File: src/rtl/imem_loader_pkg.sv
// Shared types and error codes for the UART program-image loader.
package imem_loader_pkg;

    typedef enum logic [2:0] {
        IDLE,
        CNT_LO,
        CNT_HI,
        DATA,
        CSUM,
        DONE,
        ERR
    } loader_state_t;

    localparam logic [1:0] ERR_NONE = 2'b00;
    localparam logic [1:0] ERR_CSUM = 2'b01;
    localparam logic [1:0] ERR_OVF  = 2'b10;
    localparam logic [1:0] ERR_TMO  = 2'b11;

endpackage

File: src/rtl/loader_word_packer.sv
// Little-endian byte-lane packer with running XOR checksum.
// word_next is the word including the current byte, so the parent can latch it on word_rdy.
module loader_word_packer (
    input  logic        clk,
    input  logic        rst_n,
    input  logic        clr,
    input  logic        byte_stb,
    input  logic [7:0]  byte_in,
    output logic [31:0] word_next,
    output logic        word_rdy,
    output logic [7:0]  csum
);

    logic [1:0]  lane_q, lane_d;
    logic [31:0] word_q, word_d;
    logic [7:0]  csum_q, csum_d;

    always_ff @(posedge clk or negedge rst_n) begin
        if (!rst_n) begin
            lane_q <= '0;
            word_q <= '0;
            csum_q <= '0;
        end else begin
            lane_q <= lane_d;
            word_q <= word_d;
            csum_q <= csum_d;
        end
    end

    always_comb begin
        lane_d    = lane_q;
        word_d    = word_q;
        csum_d    = csum_q;
        word_next = word_q;
        word_next[{lane_q, 3'b000} +: 8] = byte_in;
        word_rdy  = byte_stb && !clr && (lane_q == 2'd3);
        if (clr) begin
            lane_d = '0;
            word_d = '0;
            csum_d = '0;
        end else if (byte_stb) begin
            lane_d = lane_q + 2'd1;
            word_d = word_next;
            csum_d = csum_q ^ byte_in;
        end
    end

    assign csum = csum_q;

endmodule

File: src/rtl/imem_uart_loader.sv
// Frames UART bytes (sync, count, LE words, XOR checksum) into instruction-memory writes.
//   state  | meaning
//   IDLE   | waiting for sync byte
//   CNT_LO | expecting count[7:0]
//   CNT_HI | expecting count[15:8], range check
//   DATA   | packing data words, one write per 4 bytes
//   CSUM   | expecting checksum byte
//   DONE   | one-cycle clean completion
//   ERR    | one-cycle error exit
module imem_uart_loader
    import imem_loader_pkg::*;
#(
    parameter logic [7:0] SYNC_BYTE      = 8'h55,
    parameter int         IMEM_WORDS     = 1024,
    parameter int         TIMEOUT_CYCLES = 1000000
) (
    input  logic        clk,
    input  logic        Rst_n,
    input  logic [7:0]  rx_data,
    input  logic        rx_valid,
    output logic [3:0]  imem_we,
    output logic [31:0] imem_addr,
    output logic [31:0] imem_din,
    output logic        prog_ena,
    output logic        busy,
    output logic        done,
    output logic        err,
    output logic [1:0]  err_code
);

    localparam int IDX_W = $clog2(IMEM_WORDS) + 1;
    localparam int TMO_W = $clog2(TIMEOUT_CYCLES + 1);

    loader_state_t     state_q, state_d;
    logic [15:0]       cnt_q, cnt_d;
    logic [IDX_W-1:0]  idx_q, idx_d;
    logic [TMO_W-1:0]  gap_q, gap_d;
    logic              err_q, err_d;
    logic [1:0]        err_code_q, err_code_d;
    logic [3:0]        we_q, we_d;
    logic [31:0]       addr_q, addr_d;
    logic [31:0]       din_q, din_d;

    logic              sync_acc;
    logic              in_frame;
    logic [15:0]       count_full;
    logic [31:0]       word_next;
    logic              word_rdy;
    logic [7:0]        csum;

    assign sync_acc   = (state_q == IDLE) && rx_valid && (rx_data == SYNC_BYTE);
    assign in_frame   = state_q inside {CNT_LO, CNT_HI, DATA, CSUM};
    assign count_full = {rx_data, cnt_q[7:0]};

    loader_word_packer u_packer (
        .clk       (clk),
        .rst_n     (Rst_n),
        .clr       (sync_acc),
        .byte_stb  ((state_q == DATA) && rx_valid),
        .byte_in   (rx_data),
        .word_next (word_next),
        .word_rdy  (word_rdy),
        .csum      (csum)
    );

    always_ff @(posedge clk or negedge Rst_n) begin
        if (!Rst_n) begin
            state_q    <= IDLE;
            cnt_q      <= '0;
            idx_q      <= '0;
            gap_q      <= '0;
            err_q      <= 1'b0;
            err_code_q <= ERR_NONE;
            we_q       <= '0;
            addr_q     <= '0;
            din_q      <= '0;
        end else begin
            state_q    <= state_d;
            cnt_q      <= cnt_d;
            idx_q      <= idx_d;
            gap_q      <= gap_d;
            err_q      <= err_d;
            err_code_q <= err_code_d;
            we_q       <= we_d;
            addr_q     <= addr_d;
            din_q      <= din_d;
        end
    end

    always_comb begin
        state_d    = state_q;
        cnt_d      = cnt_q;
        idx_d      = idx_q;
        gap_d      = gap_q;
        err_d      = err_q;
        err_code_d = err_code_q;
        we_d       = '0;
        addr_d     = addr_q;
        din_d      = din_q;

        // Gap timer counts down from the limit; a byte always reloads it.
        if (in_frame) begin
            if (rx_valid)
                gap_d = TMO_W'(TIMEOUT_CYCLES);
            else if (gap_q != '0)
                gap_d = gap_q - TMO_W'(1);
        end

        case (state_q)
            IDLE: if (sync_acc) begin
                state_d    = CNT_LO;
                err_d      = 1'b0;
                err_code_d = ERR_NONE;
                idx_d      = '0;
                cnt_d      = '0;
                gap_d      = TMO_W'(TIMEOUT_CYCLES);
            end
            CNT_LO: if (rx_valid) begin
                cnt_d[7:0] = rx_data;
                state_d    = CNT_HI;
            end
            CNT_HI: if (rx_valid) begin
                cnt_d = count_full;
                if ({16'd0, count_full} > 32'(IMEM_WORDS)) begin
                    state_d    = ERR;
                    err_d      = 1'b1;
                    err_code_d = ERR_OVF;
                end else if (count_full == 16'd0) begin
                    state_d = CSUM;
                end else begin
                    state_d = DATA;
                end
            end
            DATA: if (word_rdy) begin
                we_d   = 4'hF;
                din_d  = word_next;
                addr_d = 32'(idx_q) << 2;
                idx_d  = idx_q + IDX_W'(1);
                if (16'(idx_q) + 16'd1 == cnt_q)
                    state_d = CSUM;
            end
            CSUM: if (rx_valid) begin
                if (rx_data == csum) begin
                    state_d = DONE;
                end else begin
                    state_d    = ERR;
                    err_d      = 1'b1;
                    err_code_d = ERR_CSUM;
                end
            end
            DONE:    state_d = IDLE;
            ERR:     state_d = IDLE;
            default: state_d = IDLE;
        endcase

        if (in_frame && !rx_valid && (gap_q == '0)) begin
            state_d    = ERR;
            err_d      = 1'b1;
            err_code_d = ERR_TMO;
        end
    end

    always_comb begin
        busy     = (state_q != IDLE);
        done     = (state_q == DONE);
        prog_ena = state_q inside {CNT_LO, CNT_HI, DATA, CSUM, DONE};
    end

    assign imem_we   = we_q;
    assign imem_addr = addr_q;
    assign imem_din  = din_q;
    assign err       = err_q;
    assign err_code  = err_code_q;

endmodule

File: config.mk
export PLATFORM = sky130hd
export DESIGN_NAME = imem_uart_loader
export DESIGN_NICKNAME = d
export VERILOG_FILES = /design/src/rtl/imem_loader_pkg.sv /design/src/rtl/loader_word_packer.sv /design/src/rtl/imem_uart_loader.sv
export SDC_FILE = /design/constraint.sdc
export NUM_CORES = 1
export LEC_CHECK = 0
export ABC_AREA = 1
export CAP_MARGIN = 20
export CORE_ASPECT_RATIO = 0.7
export CORE_UTILIZATION = 55
export CTS_BUF_LIST = sky130_fd_sc_hd__clkbuf_4
export DETAILED_ROUTE_END_ITERATION = 7
export PLACE_DENSITY = 0.8
export SYNTH_ARGS = -nofsm -noshare
export SYNTH_HDL_FRONTEND = slang
export SYNTH_HIERARCHICAL = 1
export SYNTH_SLANG_ARGS = --single-unit
File: constraint.sdc
create_clock -name clk -period 2.71 [get_ports clk]
set_input_delay 0.271 -clock clk [delete_from_list [all_inputs] [get_ports clk]]
set_output_delay 0.271 -clock clk [all_outputs]
set_load 0.05 [all_outputs]
=== Word level (Yosys, flattened, before mapping) ===
Cells that the tools add are included.

* Flip-flop bits (word level): 142
* Logic and storage cells: 118
* Output and inout port bits: 74

* Equal/unequal tests: 21
* Order comparisons: 1
* Add/subtract/negate cells: 5
* Multiplexer cells: 47
* Bitwise logic cells: 2
* Shift operators: 2
* Reduce and logical (&&, ||, !) cells: 27

{| class="wikitable"
|+ Operators with widths
! kind !! count
|-
| 20-bit 2-to-1 mux || 5
|-
| 32-bit 2-to-1 mux || 2
|-
| 32-bit bitwise mux || 1
|-
| 16-bit 2-to-1 mux || 2
|-
| 8-bit by 7-bit variable shift with 32-bit output, first input constant || 1
|-
| 8-bit by 7-bit variable part select with 32-bit output || 1
|-
| 3-bit 2-to-1 mux || 9
|-
| 8-bit 2-to-1 mux || 3
|-
| 8-bit one-hot mux with 3 select lines || 1
|-
| 11-bit 2-to-1 mux || 2
|-
| 11-bit one-hot mux with 2 select lines || 1
|-
| 20-bit logical NOT || 1
|-
| 20-bit nonzero test || 1
|-
| 20-bit by 1-bit subtractor with 20-bit output, second input constant || 1
|-
| 2-bit 2-to-1 mux || 9
|-
| 12-bit by 16-bit == test with 1-bit output || 1
|-
| 16-bit by 11-bit > comparator with 1-bit output, second input constant || 1
|-
| 16-bit logical NOT || 1
|-
| 8-bit one-hot mux with 2 select lines || 1
|-
| 3-bit one-hot mux with 5 select lines || 1
|-
| 11-bit by 1-bit adder with 12-bit output, second input constant || 1
|-
| 3-bit by 1-bit inequality test with 1-bit output, second input constant || 4
|-
| 6-bit AND reduction || 2
|-
| 11-bit by 1-bit adder with 11-bit output, second input constant || 1
|-
| other kinds (28) || 52
|}

=== Longest topological paths before layout ===
* Depth after elaboration: 9
* Mapped depth: 17
* Gate-level depth less buffers: 17

=== By module ===
The synthesis kept the hierarchy.

{| class="wikitable"
|+ Modules (own cells, without submodules)
! module !! area each (µm²) !! cells each !! sequential area each (µm²) !! instances
|-
| imem_uart_loader || 5156.2 || 679 || 2427.3 || 1
|-
| loader_word_packer || 2306.0 || 333 || 1051.0 || 1
|}

=== Worst setup path after synthesis ===
Ideal clock, no wire load.

* Kind: flip-flop to flip-flop
* Start: register state_q[1]
* End: register idx_q[2]
* Data required time: 2576 ps
* Path slack: 246 ps
* Arrival: 2330 ps
* Stages on the path, launching flop included: 10
* Library setup time: 134 ps
* Path through: dfrtp_1 -> nor2_4 -> nand2_2 -> nor4_4 -> clkinv_1 -> nand2_1 -> nor2_1 -> nand2_1 -> clkbuf_1 -> o22ai_1

* Longest elaborated chain between the ends: 8

{| class="wikitable"
|+ RTL lines
! element !! line !! RTL
|-
| start: declaration || imem_uart_loader.sv:34 || <nowiki>loader_state_t state_q, state_d;</nowiki>
|-
| start signal: assignment || imem_uart_loader.sv:78 || <nowiki>state_q <= state_d;</nowiki>
|-
| 3-bit logical NOT || imem_uart_loader.sv:51 || <nowiki>assign sync_acc = (state_q == IDLE) && rx_valid && (rx_data == SYNC_BYTE);</nowiki>
|-
| 1-bit logical AND (2 in a row) || imem_uart_loader.sv:51 ||
|-
| net sync_acc || imem_uart_loader.sv:44 || <nowiki>logic sync_acc;</nowiki>
|-
| 1-bit logical NOT || loader_word_packer.sv:36 || <nowiki>word_rdy = byte_stb && !clr && (lane_q == 2'd3);</nowiki>
|-
| 1-bit logical AND (2 in a row) || loader_word_packer.sv:36 ||
|-
| net word_rdy || imem_uart_loader.sv:48 || <nowiki>logic word_rdy;</nowiki>
|-
| 2-bit by 1-bit inequality test with 1-bit output (no line) || - ||
|-
| 3-bit AND reduction (no line) || - ||
|-
| end signal: assignment || imem_uart_loader.sv:80 || <nowiki>idx_q <= idx_d;</nowiki>
|-
| end: declaration || imem_uart_loader.sv:36 || <nowiki>logic [IDX_W-1:0] idx_q, idx_d;</nowiki>
|}

The timed path passes the listed nets, and every way through them passes these cells.
A chain may end at the register's enable or synchronous reset.

=== Final worst setup path ===
* Start: register state_q[0]
* End: output done

* Longest elaborated chain between the ends: 1

{| class="wikitable"
|+ RTL lines
! element !! line !! RTL
|-
| 3-bit == test || imem_uart_loader.sv:165 || <nowiki>done = (state_q == DONE);</nowiki>
|-
| end: declaration || imem_uart_loader.sv:26 || <nowiki>output logic done,</nowiki>
|}

Every way passes these cells.

==> flow_metrics.env <==
export IMPL_whs_ns=0.273
export IMPL_fp_dieW_um=141
export IMPL_ys_ff_latch=139
export IMPL_track_usage_pct=27.2
export IMPL_path_max_fanout=5
export IMPL_drt_initial_drc_count=660
export IMPL_synth_area_um2=7460
export IMPL_cp_required_ns=2.44
export IMPL_syn_avg_cell_area_um2=7.37
export IMPL_area_growth_pct=15.3
export IMPL_layout_drive_gt1_share_pct=8.42
export IMPL_crit_chain="inv_2, or2_2, nor2_1, clkdlybuf4s50_1"
export IMPL_htree_levels=4
export IMPL_yosysSeqAreaShare_pct=46.6
export IMPL_crit_path_max_incr_delay_ns=0.80
export IMPL_pwr_share_comb_pct=46.7
export IMPL_final_period_utilization_pct=93.8
export IMPL_crit_arrival_ns=2.27
export IMPL_grt_pass1_wl_um=29800
export IMPL_numClockSinks=139
export IMPL_gr_total_overflow=0
export IMPL_row_count=35
export IMPL_crit_type="flop to primary output"
export IMPL_yosysWarningCount=6
export IMPL_clockRootBuffer="clkbuf_4"
export IMPL_ir_worst_vdd_mv=0.488
export IMPL_finalPower_uw=8580
export IMPL_rsz0062_at_grt="no"
export IMPL_drv_slew=0
export IMPL_hp_class="input pin to asynchronous set/reset pin"
export IMPL_die_area_um2=14000
export IMPL_internal_power_uw=4580
export IMPL_drt_antenna_violating_nets=0
export IMPL_p_switching_uw=4000
export IMPL_tightest_slew_ns=0.726
export IMPL_multi_input_area_um2=3380
export IMPL_crit_path_start_kind="flop"
export IMPL_grt_max_degree=70
export IMPL_hpwl_um=12600
export IMPL_wl_per_cell_um=13.6
export IMPL_placed_cells=1258
export IMPL_slew_headroom_pct=51.5
export IMPL_regArea_um2=3480
export IMPL_clock_skew_ns=0.0161
export IMPL_drv_cap=0
export IMPL_synth_cells=1012
export IMPL_num_fill_cells=1122
export IMPL_fin_crit_ns=2.54
export IMPL_wl_um=17600
export IMPL_io_buffers=63
export IMPL_insertion_delay_ns=0.55
export IMPL_cp_end_kind="primary output"
export IMPL_swShare_pct=46.7
export IMPL_ys_types=42
export IMPL_status="complete, no violations"
export IMPL_vias=6693
export IMPL_dieHeight_um=99.5
export IMPL_start_util_pct=56.6
export IMPL_critPathSlowestCell="clkdlybuf4s50_1"
export IMPL_p_leak_uw=0.00456
export IMPL_final_area_um2=8600
export IMPL_antenna_cells=0
export IMPL_clkTransAtPathRegs_ns=0.12
export IMPL_critical_path_buf_inv_count=2
export IMPL_fmax_mhz=393
export IMPL_place_congestion=0.937
export IMPL_pwr_density_cell_nw_per_um2=998
export IMPL_p_clk_share_pct=16.8
export IMPL_hold_viol=0
export IMPL_num_nets_final=1112
export IMPL_drc_errors=0
export IMPL_fin_cells=1290
export IMPL_cts_tree="built"
export IMPL_antenna_found_initial=0
export IMPL_tns_ns=0
export IMPL_pin_count=85
export IMPL_numCtsBuffers=17
export IMPL_dpl_cell_area_um2=8290
export IMPL_grt_pass1_vias=6080
export IMPL_finalSetupViolCount=0
export IMPL_dr_pass1_iters=5
export IMPL_clock_path_buffers=2
export IMPL_seqPwrFrac_pct=36.5
export IMPL_via_per_inst=5.19
export IMPL_crit_family="buffers and inverters"
export IMPL_core_area_um2=13200
==> flip-flops by register name, indices dropped and copies added, names as in the netlist <==
| signal | flops |
|---|---|
| err | 1 |
| cnt_q | 16 |
| err_code | 2 |
| imem_din | 32 |
| state_q | 3 |
| u_packer/word_q | 32 |
| imem_addr | 11 |
| u_packer/lane_q | 2 |
| u_packer/csum | 8 |
| idx_q | 11 |
| imem_we | 1 |
| gap_q | 20 |
==> placed cells by master (no fill, tap or decap), types with 9 or more instances in the layout <==
master           instances
conb_1                  21
xor2_1                   9
o21ai_0                 21
nand3_1                 61
clkdlybuf4s50_1         61
a21oi_1                 23
o22ai_1                  9
nor2_1                  71
nand4_1                 19
inv_1                   81
nand2_1                431
clkbuf_4                17
buf_4                   27
o21ai_1                 25
dfrtp_1                139
inv_2                   11
==> area by class of cell <==
class / count / share of cell area, %
sequential: 139 / 40.4
clock buffer: 17 / 1.48
clock inverter: 14 / 1.99
tap: 185 / 2.69
timing repair buffer: 91 / 9.93
inverter: 96 / 4.19
multi-input combinational: 748 / 39.3
==> cell usage after synthesis <==
| master | instances | area [um2] |
|---|---|---|
| and2_1 | 1 | 6.26 |
| o21a_1 | 1 | 7.51 |
| buf_2 | 9 | 45.0 |
| a31oi_1 | 1 | 6.26 |
| o21bai_1 | 2 | 15.0 |
| o31ai_1 | 6 | 45.0 |
| a21oi_2 | 1 | 8.76 |
| o22ai_1 | 9 | 56.3 |
| nand4_4 | 1 | 21.3 |
| dfrtp_1 | 139 | 3480 |
| inv_1 | 81 | 304 |
| conb_1 | 1 | 3.75 |
| nor3_1 | 7 | 35.0 |
| o211ai_2 | 1 | 12.5 |
| nor2_1 | 71 | 267 |
| nand2_2 | 3 | 18.8 |
| nor2_4 | 1 | 11.3 |
| or2_2 | 2 | 12.5 |
| o21ai_0 | 21 | 105 |
| clkbuf_1 | 8 | 30.0 |
| nor2_2 | 8 | 50.1 |
| buf_6 | 5 | 56.3 |
| buf_1 | 2 | 7.51 |
| o221ai_1 | 2 | 17.5 |
| o21ai_1 | 25 | 125 |
| clkinv_1 | 4 | 15.0 |
| nor3b_1 | 1 | 7.51 |
| buf_4 | 25 | 188 |
| inv_2 | 11 | 41.3 |
| nand2_1 | 432 | 1620 |
| nand4_1 | 19 | 119 |
| nor4_4 | 1 | 21.3 |
| ha_1 | 8 | 100 |
| xor3_1 | 1 | 23.8 |
| a21oi_1 | 23 | 115 |
| nand3_1 | 61 | 305 |
| xor2_1 | 9 | 78.8 |
| o31ai_2 | 2 | 25.0 |
| nor4_1 | 2 | 12.5 |
| nand3_2 | 1 | 10.0 |
| xnor2_1 | 2 | 17.5 |
| nand3b_1 | 2 | 15.0 |
==> timing repair <==
item	CTS	global route
endpoints found under the setup margin	0	2
endpoints found under the hold margin	66	0
resized for setup	0	1
hold buffers	1	0
buffers inserted	0	0
==> path summary, 6_finish.rpt <==
path | from | to | slack, ns | cells after the start
setup reg to reg | state_q[2]$_DFFE_PN0P_ | state_q[0]$_DFFE_PN0P_ | 0.31 | 16
max in group asynchronous | Rst_n | u_packer/word_q[13]$_DFFE_PN0P_ | 1.75 | 3
hold reg to reg | gap_q[0]$_DFF_PN0_ | gap_q[0]$_DFF_PN0_ | 0.44 | 1
setup / recovery | state_q[0]$_DFFE_PN0P_ | done | 0.17 | 4
min in group clk | rx_data[7] | cnt_q[15]$_DFFE_PN0P_ | 0.41 | 3
hold / removal | Rst_n | idx_q[10]$_DFFE_PN0P_ | 0.27 | 2
==> metrics by stage <==
step,util (%),worst slack (ns)
after global placement,62.9,0.129
after detailed placement,62.9,0.0933
final,65.3,0.167
after floorplan,-,0.246
after global routing,65.3,0.0535
after CTS,65.2,0.147
==> power by group through the flow <==
stage	Sequential (uW)	Clock, uW	Combinational (uW)
6_report	3130	1440	4010
5_1_grt	3210	1540	4480
4_1_cts	3130	1460	3960
3_5_place_dp	3160	0	3940
3_3_place_gp	3140	0	3850
2_1_floorplan	3390	0	2720
==> per-layer routing <==
metal / routed length (um) / part of all wire (%) / track usage, %
met1: 8410 / 48 / 40.2
met2: 7520 / 43 / 39.8
met3: 1490 / 8.5 / 6.88
met4: 133 / 0.76 / 6.69
met5: 0 / 0 / 0
==> kinds of logic after synthesis <==
group                    count (synthesis)  synth area share [%]
adder cells (fa/ha/maj)                  8                  1.34
buffers and inverters                  145                  9.21
flip-flops                             139                  46.6
XOR/XNOR                                12                  1.61
AND/OR/NAND/NOR                        613                  34.0
AO/OA/AOI/OAI                           94                  7.23
other                                    1                0.0503
Power figures use the tool's default switching activity.
